`src/rtl/cache_mem_ctrl_if.sv`:
```
// Purpose: bundles the cache-side request/done signals and the memory beat bus of cache_mem_ctrl.
// Latency: none, wiring only.
// Backpressure: memory side stalls via mem_ack; cache side holds req levels until the done pulse.
interface cache_mem_ctrl_if #(
  parameter int BEATS  = 4,
  parameter int LINE_W = 32 * BEATS
);
  // cache side
  logic              wb_req;
  logic [31:0]       wb_addr;
  logic [LINE_W-1:0] wb_line;
  logic              wb_done;
  logic              fill_req;
  logic [31:0]       fill_addr;
  logic [LINE_W-1:0] fill_line;
  logic              fill_done;
  // memory side
  logic              mem_req;
  logic              mem_we;
  logic [31:0]       mem_addr;
  logic [31:0]       mem_wdata;
  logic [31:0]       mem_rdata;
  logic              mem_ack;
  // status
  logic              busy;

  // controller view
  modport slave (
    input  wb_req, wb_addr, wb_line, fill_req, fill_addr, mem_rdata, mem_ack,
    output wb_done, fill_line, fill_done, mem_req, mem_we, mem_addr, mem_wdata, busy
  );

  // cache + memory model view
  modport master (
    output wb_req, wb_addr, wb_line, fill_req, fill_addr, mem_rdata, mem_ack,
    input  wb_done, fill_line, fill_done, mem_req, mem_we, mem_addr, mem_wdata, busy
  );
endinterface

```
`src/rtl/cache_mem_ctrl.sv`:
```
// Purpose: moves whole cache lines to/from a 32-bit memory as BEATS-word bursts (writeback or fill).
// Latency: BEATS acked beats after leaving IDLE, then a one-cycle done pulse; one IDLE cycle between bursts.
// Backpressure: each beat holds address/data until mem_ack; no timeout, requests wait in IDLE while busy.
module cache_mem_ctrl #(
  parameter int BEATS  = 4,
  parameter int LINE_W = 32 * BEATS
) (
  input logic            clk,
  input logic            rst_n,
  cache_mem_ctrl_if.slave bus
);

  localparam int BW = (BEATS > 1) ? $clog2(BEATS) : 1;
  localparam logic [BW-1:0] LAST_BEAT = BW'(BEATS - 1);
  localparam logic [31:0]   LINE_MASK = 32'hFFFF_FFF0;

  typedef enum logic [1:0] {IDLE, WB, FILL, DONE} state_t;

  state_t            state_q, state_d;
  logic [BW-1:0]     beat_q;
  logic [31:0]       base_q;
  logic [LINE_W-1:0] line_q;
  logic [LINE_W-1:0] fill_line_q;
  logic              was_wb_q;
  logic              beat_ack;
  logic [BW+4:0]     word_off;

  // an ack only counts while a beat is actually being presented
  assign beat_ack = bus.mem_req && bus.mem_ack;
  // bit offset of the current 32-bit word inside the line
  assign word_off = {beat_q, 5'd0};
  assign bus.fill_line = fill_line_q;

  // state register
  always_ff @(posedge clk or negedge rst_n) begin
    if (!rst_n) state_q <= IDLE;
    else        state_q <= state_d;
  end

  // next state: writeback has priority so a dirty victim leaves before its slot is refilled
  always_comb begin
    state_d = state_q;
    unique case (state_q)
      IDLE: begin
        if (bus.wb_req)        state_d = WB;
        else if (bus.fill_req) state_d = FILL;
      end
      WB, FILL: begin
        if (beat_ack && beat_q == LAST_BEAT) state_d = DONE;
      end
      DONE:    state_d = IDLE;
      default: state_d = IDLE;
    endcase
  end

  // beat bus and done pulses decode straight from registered state, so reset clears them at once
  always_comb begin
    bus.mem_req   = 1'b0;
    bus.mem_we    = 1'b0;
    bus.mem_addr  = '0;
    bus.mem_wdata = '0;
    bus.wb_done   = 1'b0;
    bus.fill_done = 1'b0;
    bus.busy      = (state_q != IDLE);
    unique case (state_q)
      WB: begin
        bus.mem_req   = 1'b1;
        bus.mem_we    = 1'b1;
        bus.mem_addr  = base_q + {{(30 - BW){1'b0}}, beat_q, 2'b00};
        bus.mem_wdata = line_q[word_off +: 32];
      end
      FILL: begin
        bus.mem_req  = 1'b1;
        bus.mem_addr = base_q + {{(30 - BW){1'b0}}, beat_q, 2'b00};
      end
      DONE: begin
        bus.wb_done   = was_wb_q;
        bus.fill_done = !was_wb_q;
      end
      default: ;
    endcase
  end

  // burst datapath: snapshot address/line when leaving IDLE, then advance one word per acked beat
  always_ff @(posedge clk or negedge rst_n) begin
    if (!rst_n) begin
      beat_q      <= '0;
      base_q      <= '0;
      line_q      <= '0;
      fill_line_q <= '0;
      was_wb_q    <= 1'b0;
    end else if (state_q == IDLE) begin
      beat_q <= '0;
      if (bus.wb_req) begin
        base_q   <= bus.wb_addr & LINE_MASK;
        line_q   <= bus.wb_line;
        was_wb_q <= 1'b1;
      end else if (bus.fill_req) begin
        base_q   <= bus.fill_addr & LINE_MASK;
        was_wb_q <= 1'b0;
      end
    end else if ((state_q == WB || state_q == FILL) && beat_ack) begin
      beat_q <= beat_q + BW'(1);
      if (state_q == FILL) fill_line_q[word_off +: 32] <= bus.mem_rdata;
    end
  end

endmodule

```
`src/flat_wrapper.sv`:
```
// flat-port wrapper written by rule: the top's interface ports become plain ports
module cache_mem_ctrl_flat 
#(
  parameter int BEATS  = 4,
  parameter int LINE_W = 32 * BEATS
)
  (clk, rst_n, bus_wb_req, bus_wb_addr, bus_wb_line, bus_fill_req, bus_fill_addr, bus_mem_rdata, bus_mem_ack, bus_wb_done, bus_fill_line, bus_fill_done, bus_mem_req, bus_mem_we, bus_mem_addr, bus_mem_wdata, bus_busy);
  cache_mem_ctrl_if #(.BEATS(BEATS), .LINE_W(LINE_W)) bus_i ();
  input logic clk;
  input logic rst_n;
  input wire logic [$bits(bus_i.wb_req)-1:0] bus_wb_req;
  input wire logic [$bits(bus_i.wb_addr)-1:0] bus_wb_addr;
  input wire logic [$bits(bus_i.wb_line)-1:0] bus_wb_line;
  input wire logic [$bits(bus_i.fill_req)-1:0] bus_fill_req;
  input wire logic [$bits(bus_i.fill_addr)-1:0] bus_fill_addr;
  input wire logic [$bits(bus_i.mem_rdata)-1:0] bus_mem_rdata;
  input wire logic [$bits(bus_i.mem_ack)-1:0] bus_mem_ack;
  output wire logic [$bits(bus_i.wb_done)-1:0] bus_wb_done;
  output wire logic [$bits(bus_i.fill_line)-1:0] bus_fill_line;
  output wire logic [$bits(bus_i.fill_done)-1:0] bus_fill_done;
  output wire logic [$bits(bus_i.mem_req)-1:0] bus_mem_req;
  output wire logic [$bits(bus_i.mem_we)-1:0] bus_mem_we;
  output wire logic [$bits(bus_i.mem_addr)-1:0] bus_mem_addr;
  output wire logic [$bits(bus_i.mem_wdata)-1:0] bus_mem_wdata;
  output wire logic [$bits(bus_i.busy)-1:0] bus_busy;
  assign bus_i.wb_req = bus_wb_req;
  assign bus_i.wb_addr = bus_wb_addr;
  assign bus_i.wb_line = bus_wb_line;
  assign bus_i.fill_req = bus_fill_req;
  assign bus_i.fill_addr = bus_fill_addr;
  assign bus_i.mem_rdata = bus_mem_rdata;
  assign bus_i.mem_ack = bus_mem_ack;
  assign bus_wb_done = bus_i.wb_done;
  assign bus_fill_line = bus_i.fill_line;
  assign bus_fill_done = bus_i.fill_done;
  assign bus_mem_req = bus_i.mem_req;
  assign bus_mem_we = bus_i.mem_we;
  assign bus_mem_addr = bus_i.mem_addr;
  assign bus_mem_wdata = bus_i.mem_wdata;
  assign bus_busy = bus_i.busy;
  cache_mem_ctrl #(.BEATS(BEATS), .LINE_W(LINE_W)) u_core (.clk(clk), .rst_n(rst_n), .bus(bus_i));
endmodule
```
`config.mk`:
```
export PLATFORM = sky130hd
export DESIGN_NAME = cache_mem_ctrl_flat
export DESIGN_NICKNAME = d
export VERILOG_FILES = /design/src/rtl/cache_mem_ctrl_if.sv /design/src/rtl/cache_mem_ctrl.sv /design/src/flat_wrapper.sv
export SDC_FILE = /design/constraint.sdc
export NUM_CORES = 1
export LEC_CHECK = 0
export CORE_ASPECT_RATIO = 2
export CORE_UTILIZATION = 45
export CTS_CLUSTER_DIAMETER = 200
export DETAILED_ROUTE_END_ITERATION = 8
export HOLD_SLACK_MARGIN = 0.02
export MAX_ROUTING_LAYER = met4
export PLACE_DENSITY = 0.85
export REMOVE_ABC_BUFFERS = 1
export SLEW_MARGIN = 20
export SYNTH_ARGS = -nofsm -noshare
export SYNTH_HDL_FRONTEND = slang
export SYNTH_SLANG_ARGS = --single-unit
```
`constraint.sdc`:
```
create_clock -name clk -period 3.9 [get_ports clk]
set_clock_uncertainty 0.2 [all_clocks]
set_input_delay 0.585 -clock clk [delete_from_list [all_inputs] [get_ports clk]]
set_output_delay 0.585 -clock clk [all_outputs]
set_load 0.05 [all_outputs]
```
* Word level (Yosys, flattened, before mapping) *
Index checks and enable logic that the tools add are counted.

word-level totals
  register bits = 293
  input port bits = 229
  output and inout port bits = 197
  logic and storage cells = 50

operators by class
  add/subtract/negate cells = 3
  equal/unequal tests = 6
  shift operators = 3
  mux-type cells = 17
  bitwise logic cells = 1
  reductions and logical operators = 14

operators by type and width
  operator                                                 number
  bitwise mux 128 bit                                      1
  two-way mux 32 bit                                       4
  variable shift 32 x 9 -> 128 bit (first input constant)  1
  indexed part select 128 x 8 -> 32 bit                    1
  indexed part select 32 x 9 -> 128 bit                    1
  adder 32 x 4 -> 32 bit                                   1
  two-way mux 2 bit                                        5
  negation 7 -> 9 bit                                      1
  equality test 2 bit (second input constant)              3
  two-way mux 1 bit                                        6
  one-hot mux 2 bit (3 select lines)                       1
  AND reduction 2 bit                                      3
  nonzero test 2 bit                                       3
  logical AND 1 bit                                        3
  inequality test 3 bit (second input constant)            1
  AND reduction 3 bit                                      1
  adder 2 x 1 -> 2 bit (second input constant)             1
  equality test 2 x 1 -> 1 bit (second input constant)     1
  zero test 2 bit                                          1
  inequality test 2 x 1 -> 1 bit (second input constant)   1
  OR reduction 2 bit                                       1
  zero test 1 bit                                          1
  logical OR 1 bit                                         1
  NOT 1 bit                                                1

* Depth between registers and ports, before layout *
Gate-level depths: netlist of run 1.

  depth in word-level cells = 7
  mapped depth = 10

* Worst setup path after synthesis of run 1 *
No wires, ideal clock.

  path kind = reg2out
  from = register u_core.state_q[0]
  to = output bus_mem_addr[10]
  arrival time = 1908 ps
  setup slack = 1207 ps
  stages on the path, launching flop included = 6
  cell sequence = dfrtp_1 > inv_1 > ha_1 > buf_2 > clkbuf_1 > and2_1

on the way
  longest elaborated chain between the ends = 3
  elaborated cells between the ends (all ways) = 4
  classes of those cells = eq/ne (2); mux (1); reduce/logical (1)

RTL lines
  element                                                                     RTL line              text
  start, declared                                                             cache_mem_ctrl.sv:19  state_t state_q, state_d;
  start signal, assigned                                                      cache_mem_ctrl.sv:37  else state_q <= state_d;
  equality test 2 bit / equality test 2 x 1 -> 1 bit (equally long branches)  cache_mem_ctrl.sv:65  unique case (state_q)
  OR reduction 2 bit (no source line) *                                       --
  two-way mux 32 bit *                                                        --
  end, declared                                                               flat_wrapper.sv:23    output wire logic [$bits(bus_i.mem_addr)-1:0] bus_mem_addr;

Every way passes the cells marked *; elsewhere a longest branch is shown, timed or not.

* Final worst setup path of run 1 *
  from = register u_core.beat_q[0]
  to = output bus_mem_wdata[23]

on the way
  longest elaborated chain between the ends = 2

RTL lines
  element                                RTL line               text
  start, declared                        cache_mem_ctrl.sv:20   logic [BW-1:0] beat_q;
  start signal, assigned                 cache_mem_ctrl.sv:103  beat_q <= beat_q + BW'(1);
  indexed part select 128 x 8 -> 32 bit  cache_mem_ctrl.sv:70   bus.mem_wdata = line_q[word_off +: 32];
  two-way mux 32 bit                     cache_mem_ctrl.sv:65
  end, declared                          flat_wrapper.sv:24     output wire logic [$bits(bus_i.mem_wdata)-1:0] bus_mem_wdata;

Every way passes these cells.

==> PnR_summary.wiki, run 1 <==
{| class="wikitable"
! Metric !! Value
|-
| Run status || completed
|-
| Global-route usage over all layers || 27.16%
|-
| Input/output buffers || 415
|-
| Layout cell share with drive strength beyond 1 || 21.18%
|-
| Post-DR vias/cell || 5.538
|-
| IO Pins || 426
|-
| Floorplan die area || 30490 sq um
|-
| Setup crit start kind || flip-flop
|-
| RSZ-0062 raised after global routing || no
|-
| Final hold slack || 274.3 ps
|-
| Normalized max-slew margin || 40.55%
|-
| Async set-reset flop share out of synthesis || 100.0%
|-
| Top FF cell, synth || sky130_fd_sc_hd__dfrtp_1
|-
| Hold crit path type || reg -> reg
|-
| DR iter-0 viols || 451
|-
| Remaining number of nets flagged by the antenna check after routing || 0
|-
| Number of global-route vias before repair || 10520
|-
| Sink Count || 289
|-
| Final number of max-transition violations || 0
|-
| Longest Clk Path Bufs || 3
|-
| Cell-by-cell listing of the critical path || buf_12, mux4_2, and2_1, clkdlybuf4s50_1
|-
| Maximum level of the CTS H-tree || 1
|-
| Number of max-cap violations || 0
|-
| Antenna violations before repair || 4
|-
| Final critical delay including setup and external delays || 3674 ps
|-
| Final nets || 1640
|-
| Total of fill cells in the finished design || 2230
|-
| Final hold violations || 0
|-
| Post-synthesis cell type count || 32
|-
| Tcrit/Tclk final || 94.21%
|-
| Core area || 29400 sq um
|-
| Area of the mapped netlist || 13390 sq um
|-
| Setup violators final || 0
|-
| Commonest non-fill, non-tap cell in the layout || sky130_fd_sc_hd__clkdlybuf4s50_1
|-
| Mapped Cells || 1021
|-
| Critical Path Fanout Max || 20
|-
| Fin util || 63.42%
|-
| Setup Crit Path Kind || reg -> out
|-
| Clock transition at path regs || 70 ps
|-
| Actual transition at the worst max-transition pin || 891.7 ps
|-
| Syn-to-layout area delta || 39.22%
|-
| Maximum number of pins on one net before global-route repair || 90
|-
| Leakage power total || 0.008352 uW
|-
| Insertion delay to the later sink of the worst-skew pair || 520 ps
|-
| Cell with the largest stage delay on the worst path || sky130_fd_sc_hd__clkdlybuf4s50_1
|-
| Root Buffer Master || sky130_fd_sc_hd__clkbuf_16
|-
| Gate family responsible for the most delay along the worst path || buffers and inverters
|-
| Post-synth EDFFs || 0
|-
| Clock tree from TritonCTS || built
|-
| Post-DP HPWL || 28620 microns
|-
| Power Density || 779.9 nW/um^2
|-
| Arrival time at the worst endpoint || 2890 ps
|-
| GPL Wtd Cong || 0.8659
|-
| Highest clock frequency the design can meet || 0.2722 GHz
|-
| Highest ir drop seen on vdd || 0.0004231 V
|-
| Synthesis Warnings || 0
|-
| Drt pass-1 iters || 5
|-
| Final critical-path setup slack || 225.7 ps
|-
| Register bit total from synthesis || 289
|-
| Std-Cell Rows || 89
|-
| Overflow left after global routing || 0
|-
| Synthesized area per cell || 13.12 sq um
|-
| Max incr delay on CP || 750 ps
|-
| Required time of the critical path || 3120 ps
|-
| Sort of element at the end of the critical path || output pin
|-
| Effective utilization at floorplan || 45.55%
|-
| Wire length of the first global-routing pass || 60060 microns
|-
| Average wire per cell in the routed design || 22.81 microns
|-
| Height of the die || 246.0 microns
|-
| Bufs and invs on worst path || 2
|-
| Seq/Total Area, Yosys || 54.00%
|-
| DRC violations left || 0
|-
| Commonest cells after routing, fill and taps aside || sky130_fd_sc_hd__clkdlybuf4s50_1 (413), sky130_fd_sc_hd__dfrtp_1 (287), sky130_fd_sc_hd__mux2_2 (128), sky130_fd_sc_hd__nand4_1 (96), sky130_fd_sc_hd__nand2_1 (70)
|-
| Cts bufs inserted || 26
|-
| Chip Width || 124.0 microns
|-
| Via count || 9907
|-
| Place WS || 603.4 ps
|-
| Post-Route WL || 40800 microns
|-
| Post-CTS Setup Inserts || 0
|}
## repair_timing
action	in CTS	in global routing
hold endpoints to repair	86	0
gates resized for setup	0	2
hold buffers	1	0
endpoints found under the setup margin	0	37
## layer usage
metal	wire (microns)	vias up	global-route usage, %
met3	2787	86	5.079
li1	-	4387	-
met2	21980	396	47.89
met4	1641	0	12.22
met1	14390	5038	28.84
met5	0	-	-
## cell usage after synthesis, types with 2 or more instances
| cell type | n | area (sq um) |
|---|---|---|
| sky130_fd_sc_hd__dfrtp_1 | 289 | 7232 |
| sky130_fd_sc_hd__mux2_2 | 128 | 1441 |
| sky130_fd_sc_hd__nand4_1 | 96 | 600.6 |
| sky130_fd_sc_hd__nand2_1 | 71 | 266.5 |
| sky130_fd_sc_hd__and2_1 | 63 | 394.1 |
| sky130_fd_sc_hd__mux2i_1 | 63 | 630.6 |
| sky130_fd_sc_hd__a21bo_2 | 58 | 580.6 |
| sky130_fd_sc_hd__buf_2 | 46 | 230.2 |
| sky130_fd_sc_hd__a21bo_1 | 38 | 380.4 |
| sky130_fd_sc_hd__inv_1 | 37 | 138.9 |
| sky130_fd_sc_hd__mux4_2 | 32 | 720.7 |
| sky130_fd_sc_hd__o21ai_0 | 30 | 150.1 |
| sky130_fd_sc_hd__buf_6 | 19 | 214.0 |
| sky130_fd_sc_hd__clkbuf_1 | 16 | 60.06 |
| sky130_fd_sc_hd__ha_1 | 10 | 125.1 |
| sky130_fd_sc_hd__buf_4 | 7 | 52.55 |
| sky130_fd_sc_hd__nor2_1 | 2 | 7.510 |
| sky130_fd_sc_hd__nor4b_4 | 2 | 47.55 |
## cell families (layout without fill, tap and decap cells)
kind of cell               after synthesis  count (layout)  share of synthesized area [%]
xor gates and xnor gates                 1               1                        0.06541
DFF                                    289             289                          54.00
AOI/OAI and AO/OA                      128             128                          8.390
adders and majority gates               10              10                         0.9343
muxes                                  223             223                          20.85
other                                    1               6                        0.02800
and+or+nand+nor                        242             242                          10.45
buffers and inverters                  127             526                          5.279
## flip-flops by register name (all words and copies together), names as in the netlist
| signal | count |
|---|---|
| u_core.base_q | 28 |
| u_core.beat_q | 2 |
| u_core.bus.fill_line | 128 |
| u_core.line_q | 128 |
| u_core.state_q | 2 |
| u_core.was_wb_q | 1 |
## path summary, 6_finish.rpt
path	slack, ps	startpoint	end	depth (start not counted)
max	230	u_core.beat_q[0]$_DFFE_PN0P_	bus_mem_wdata[23]	4
min	270	u_core.base_q[12]$_DFFE_PN0P_	u_core.base_q[12]$_DFFE_PN0P_	2
max reg2reg	1050	u_core.beat_q[0]$_DFFE_PN0P_	u_core.bus.fill_line[11]$_DFFE_PN0P_	6
min reg2reg	270	u_core.base_q[12]$_DFFE_PN0P_	u_core.base_q[12]$_DFFE_PN0P_	2
max in group asynchronous	2040	rst_n	u_core.line_q[59]$_DFFE_PN0P_	3
min in group asynchronous	460	rst_n	u_core.line_q[98]$_DFFE_PN0P_	2
## worst min-delay path: stages, from the launching register on
cell,delay (ps)
sky130_fd_sc_hd__dfrtp_1,340
sky130_fd_sc_hd__nand2_1,40
sky130_fd_sc_hd__o21ai_0,60
## report_power, final
part / switching [uW] / internal, uW / total [uW]
combinational: 4200 / 2900 / 7110
sequential: 640 / 4090 / 4730
clock: 1160 / 1550 / 2700
total: 6000 / 8540 / 14500
## layout make-up
cell class	instances	area [sq um]	area share, %
flip-flops and latches	289	7237	38.82
multi-input cells	606	5498	29.49
repair buffers	441	4414	23.68
clock buffers	37	753.2	4.040
well taps	364	455.4	2.443
inverters	37	138.9	0.7449
clock inverters	11	137.6	0.7382
diodes	4	10.01	0.05369
## per-stage QoR
step / total power (uW) / TNS [ps] / area (sq um) / std cells
global placement: 11640 / 0 / 17730 / 1736
detailed placement: 11880 / 0 / 17730 / 1736
floorplan: 9346 / -167570 / 12830 / 932
finish: 14540 / 0 / 18640 / 1789
CTS: 14650 / 0 / 18630 / 1785
global route: 15180 / 0 / 18640 / 1789
Power figures use the tool's default switching activity.
==> run 2, diff against run 1 <==
==> constraint.sdc (replaced) <==
create_clock -name clk -period 3.9 [get_ports clk]
set_clock_uncertainty 0.2 [all_clocks]
set_input_delay 0.78 -clock clk [delete_from_list [all_inputs] [get_ports clk]]
set_output_delay 0.78 -clock clk [all_outputs]
set_load 0.05 [all_outputs]
==> PnR_summary.wiki, run 2 (same netlist as run 1, synthesis figures left out) <==
{| class="wikitable"
! Metric !! Value
|-
| DRC violations left || 0 (unchanged)
|-
| Height of the die || 246.0 microns (unchanged)
|-
| Post-Route WL || 40770 microns (about the same)
|-
| Share of power burned in combinational logic || 48.3% (-0.6 points)
|-
| Insertion delay to the later sink of the worst-skew pair || 540 ps (+20 ps)
|-
| Final number of max-transition violations || 0 (unchanged)
|-
| Hold buffers post-CTS || 0 (-1)
|-
| Highest clock frequency the design can meet || 0.2626 GHz (-3.5%)
|-
| Wire length of the first global-routing pass || 60240 microns (+0.29%)
|-
| Sink Count || 289 (unchanged)
|-
| Actual transition at the worst max-transition pin || 913.8 ps (+22.07 ps)
|-
| Number of placed cells counting well taps || 1743 (+0.40%)
|-
| Total negative slack for setup checks || 0 ps (unchanged)
|-
| Antenna violations before repair || 4 (unchanged)
|-
| Floorplan die area || 30490 sq um (unchanged)
|-
| Final hold violations || 0 (unchanged)
|-
| Power share of the sequential group || 31.7% (-0.8 points)
|-
| Post-DP HPWL || 28490 microns (-0.48%)
|-
| Hold crit path type || in -> async
|-
| Maximum number of pins on one net before global-route repair || 103 (+14%)
|-
| Internal Dissipation || 8765 uW (+2.6%)
|-
| Root Buffer Master || sky130_fd_sc_hd__clkbuf_16
|-
| Maximum level of the CTS H-tree || 1 (unchanged)
|-
| Number of global-route vias before repair || 10670 (+1.5%)
|-
| Number of max-cap violations || 0 (unchanged)
|-
| Setup Crit Path Kind || reg -> out
|-
| Core area || 29400 sq um (unchanged)
|-
| Total of fill cells in the finished design || 2204 (-1.2%)
|-
| Post-route cell area || 18790 sq um (+0.79%)
|-
| Std-Cell Rows || 89 (unchanged)
|-
| Setup crit start kind || flip-flop
|-
| IO Pins || 426 (unchanged)
|-
| Total placed instance area || 17770 sq um (+0.23%)
|-
| Sw Share || 40.94% (-0.31 points)
|-
| Post-DR vias/cell || 5.586 (+0.87%)
|-
| Syn-to-layout area delta || 40.33%
|-
| Via count || 10040 (+1.3%)
|-
| Commonest cells after routing, fill and taps aside || sky130_fd_sc_hd__clkdlybuf4s50_1 (412), sky130_fd_sc_hd__dfrtp_1 (287), sky130_fd_sc_hd__mux2_2 (128), sky130_fd_sc_hd__nand4_1 (96), sky130_fd_sc_hd__nand2_1 (70)
|-
| Remaining number of nets flagged by the antenna check after routing || 0 (unchanged)
|-
| Arrival time at the worst endpoint || 2830 ps (-60 ps)
|-
| Average wire per cell in the routed design || 22.69 microns (-0.54%)
|-
| Effective utilization at floorplan || 45.55% (unchanged)
|-
| Normalized max-slew margin || 39.08% (-1.5 points)
|-
| Switching power || 6076 uW (+1.3%)
|-
| Sort of element at the end of the critical path || output pin
|-
| Clock tree from TritonCTS || built
|-
| Commonest non-fill, non-tap cell in the layout || sky130_fd_sc_hd__clkdlybuf4s50_1
|-
| Global-route usage over all layers || 27.20% (+0.039 points)
|-
| Critical Path Fanout Max || 24 (+20%)
|-
| Highest ir drop seen on vdd || 0.0005389 V (+27%)
|-
| Setup violators final || 0 (unchanged)
|-
| Input/output buffers || 415 (unchanged)
|-
| Chip Width || 124.0 microns (unchanged)
|-
| GPL Wtd Cong || 0.8464 (-2.3%)
|-
| Number of cell instances on the worst register-to-register path || 7 (+1)
|-
| Cts bufs inserted || 27 (+3.8%)
|-
| Drt pass-1 iters || 9 (+4)
|-
| Tcrit/Tclk final || 97.66% (+3.4 points)
|-
| Required time of the critical path || 2920 ps (-200 ps)
|-
| Power Density || 789.7 nW/um^2 (+1.3%)
|-
| DR iter-0 viols || 389 (-14%)
|-
| Layout cell share with drive strength beyond 1 || 22.11% (+0.93 points)
|-
| Longest Clk Path Bufs || 3 (unchanged)
|-
| Leakage power total || 0.008454 uW (+1.2%)
|-
| Final nets || 1647 (+0.43%)
|-
| Final critical delay including setup and external delays || 3809 ps (+134.4 ps)
|-
| Overflow left after global routing || 0 (unchanged)
|-
| Number of standard cells in the final layout excluding fillers || 1797 (+0.45%)
|-
| Fraction of power consumed by the clock network || 20.0% (+1.4 points)
|-
| Total power || 14840 uW (+2.1%)
|-
| Clock transition at path regs || 70 ps (about the same)
|-
| Run status || completed
|-
| Fin util || 63.92% (+0.50 points)
|}
[run 2: cell types whose count changed in the layout (fill, tap and decap cells not counted)]
cell                              change
sky130_fd_sc_hd__buf_4                +8
sky130_fd_sc_hd__clkbuf_1             -6
sky130_fd_sc_hd__clkbuf_8             +4
sky130_fd_sc_hd__inv_6                +4
sky130_fd_sc_hd__bufinv_16            +2
sky130_fd_sc_hd__clkinv_2             -2
sky130_fd_sc_hd__buf_12               -1
sky130_fd_sc_hd__clkdlybuf4s50_1      -1
sky130_fd_sc_hd__dfrtp_2              +1
sky130_fd_sc_hd__dfrtp_4              -1
sky130_fd_sc_hd__dlygate4sd3_1        -1
sky130_fd_sc_hd__dlymetal6s2s_1       +1
[run 2: cell type report]
class | count | area (sq um) | share of cell area [%]
flip-flops and latches | 289 | 7234 | 38.50
multi-input cells | 606 | 5498 | 29.26
repair buffers | 447 | 4447 | 23.66
clock buffers | 35 | 785.8 | 4.181
well taps | 364 | 455.4 | 2.424
clock inverters | 15 | 222.7 | 1.185
inverters | 37 | 138.9 | 0.7391
diodes | 4 | 10.01 | 0.05327
[run 2: repair_timing]
item	4_1_cts	5_1_grt
pin swaps	0	0
endpoints found under the setup margin	30	1
setup buffers	0	0
resized for setup	1	1
[run 2: through the flow]
stage	worst slack [ps]	hold WS, ps
after floorplan	-1241	242.4
after global placement	560.5	256.3
after CTS	82.73	64.58
final	91.30	18.38
after detailed placement	496.3	262.6
after global routing	-0.3861	84.83
[run 2: final timing paths]
kind                                          startpoint                                    end  slack [ps]
max in group asynchronous                          rst_n  u_core.bus.fill_line[101]$_DFFE_PN0P_        2400
max                         u_core.beat_q[0]$_DFFE_PN0P_                       bus_mem_wdata[6]          90
min in group clk           u_core.base_q[23]$_DFFE_PN0P_          u_core.base_q[23]$_DFFE_PN0P_         280
min                                                rst_n          u_core.line_q[23]$_DFFE_PN0P_          20
min reg2reg                u_core.base_q[23]$_DFFE_PN0P_          u_core.base_q[23]$_DFFE_PN0P_         280
max reg2reg                u_core.state_q[0]$_DFFE_PN0P_   u_core.bus.fill_line[80]$_DFFE_PN0P_        1050
[run 2: critical path, cell delays in order (launching register included)]
cell                              delay (ps)
sky130_fd_sc_hd__dfrtp_2                 520
sky130_fd_sc_hd__buf_12                  270
sky130_fd_sc_hd__mux4_2                  600
sky130_fd_sc_hd__and2_1                  180
sky130_fd_sc_hd__clkdlybuf4s50_1         690
[run 2: power by group through the flow]
stage | clock [uW] | combinational, uW | sequential (uW)
floorplan | 0 | 3910 | 5440
global placement | 0 | 7010 | 4620
detailed placement | 0 | 7150 | 4720
CTS | 3030 | 7200 | 4690
global route | 3130 | 7530 | 4810
finish | 2970 | 7160 | 4710
[run 2: layer usage]
| metal | GRT usage (%) | wire length [microns] |
|---|---|---|
| met1 | 29.53 | 14740 |
| met2 | 46.41 | 21210 |
| met3 | 5.102 | 2796 |
| met4 | 14.08 | 2016 |
| met5 | - | 0 |
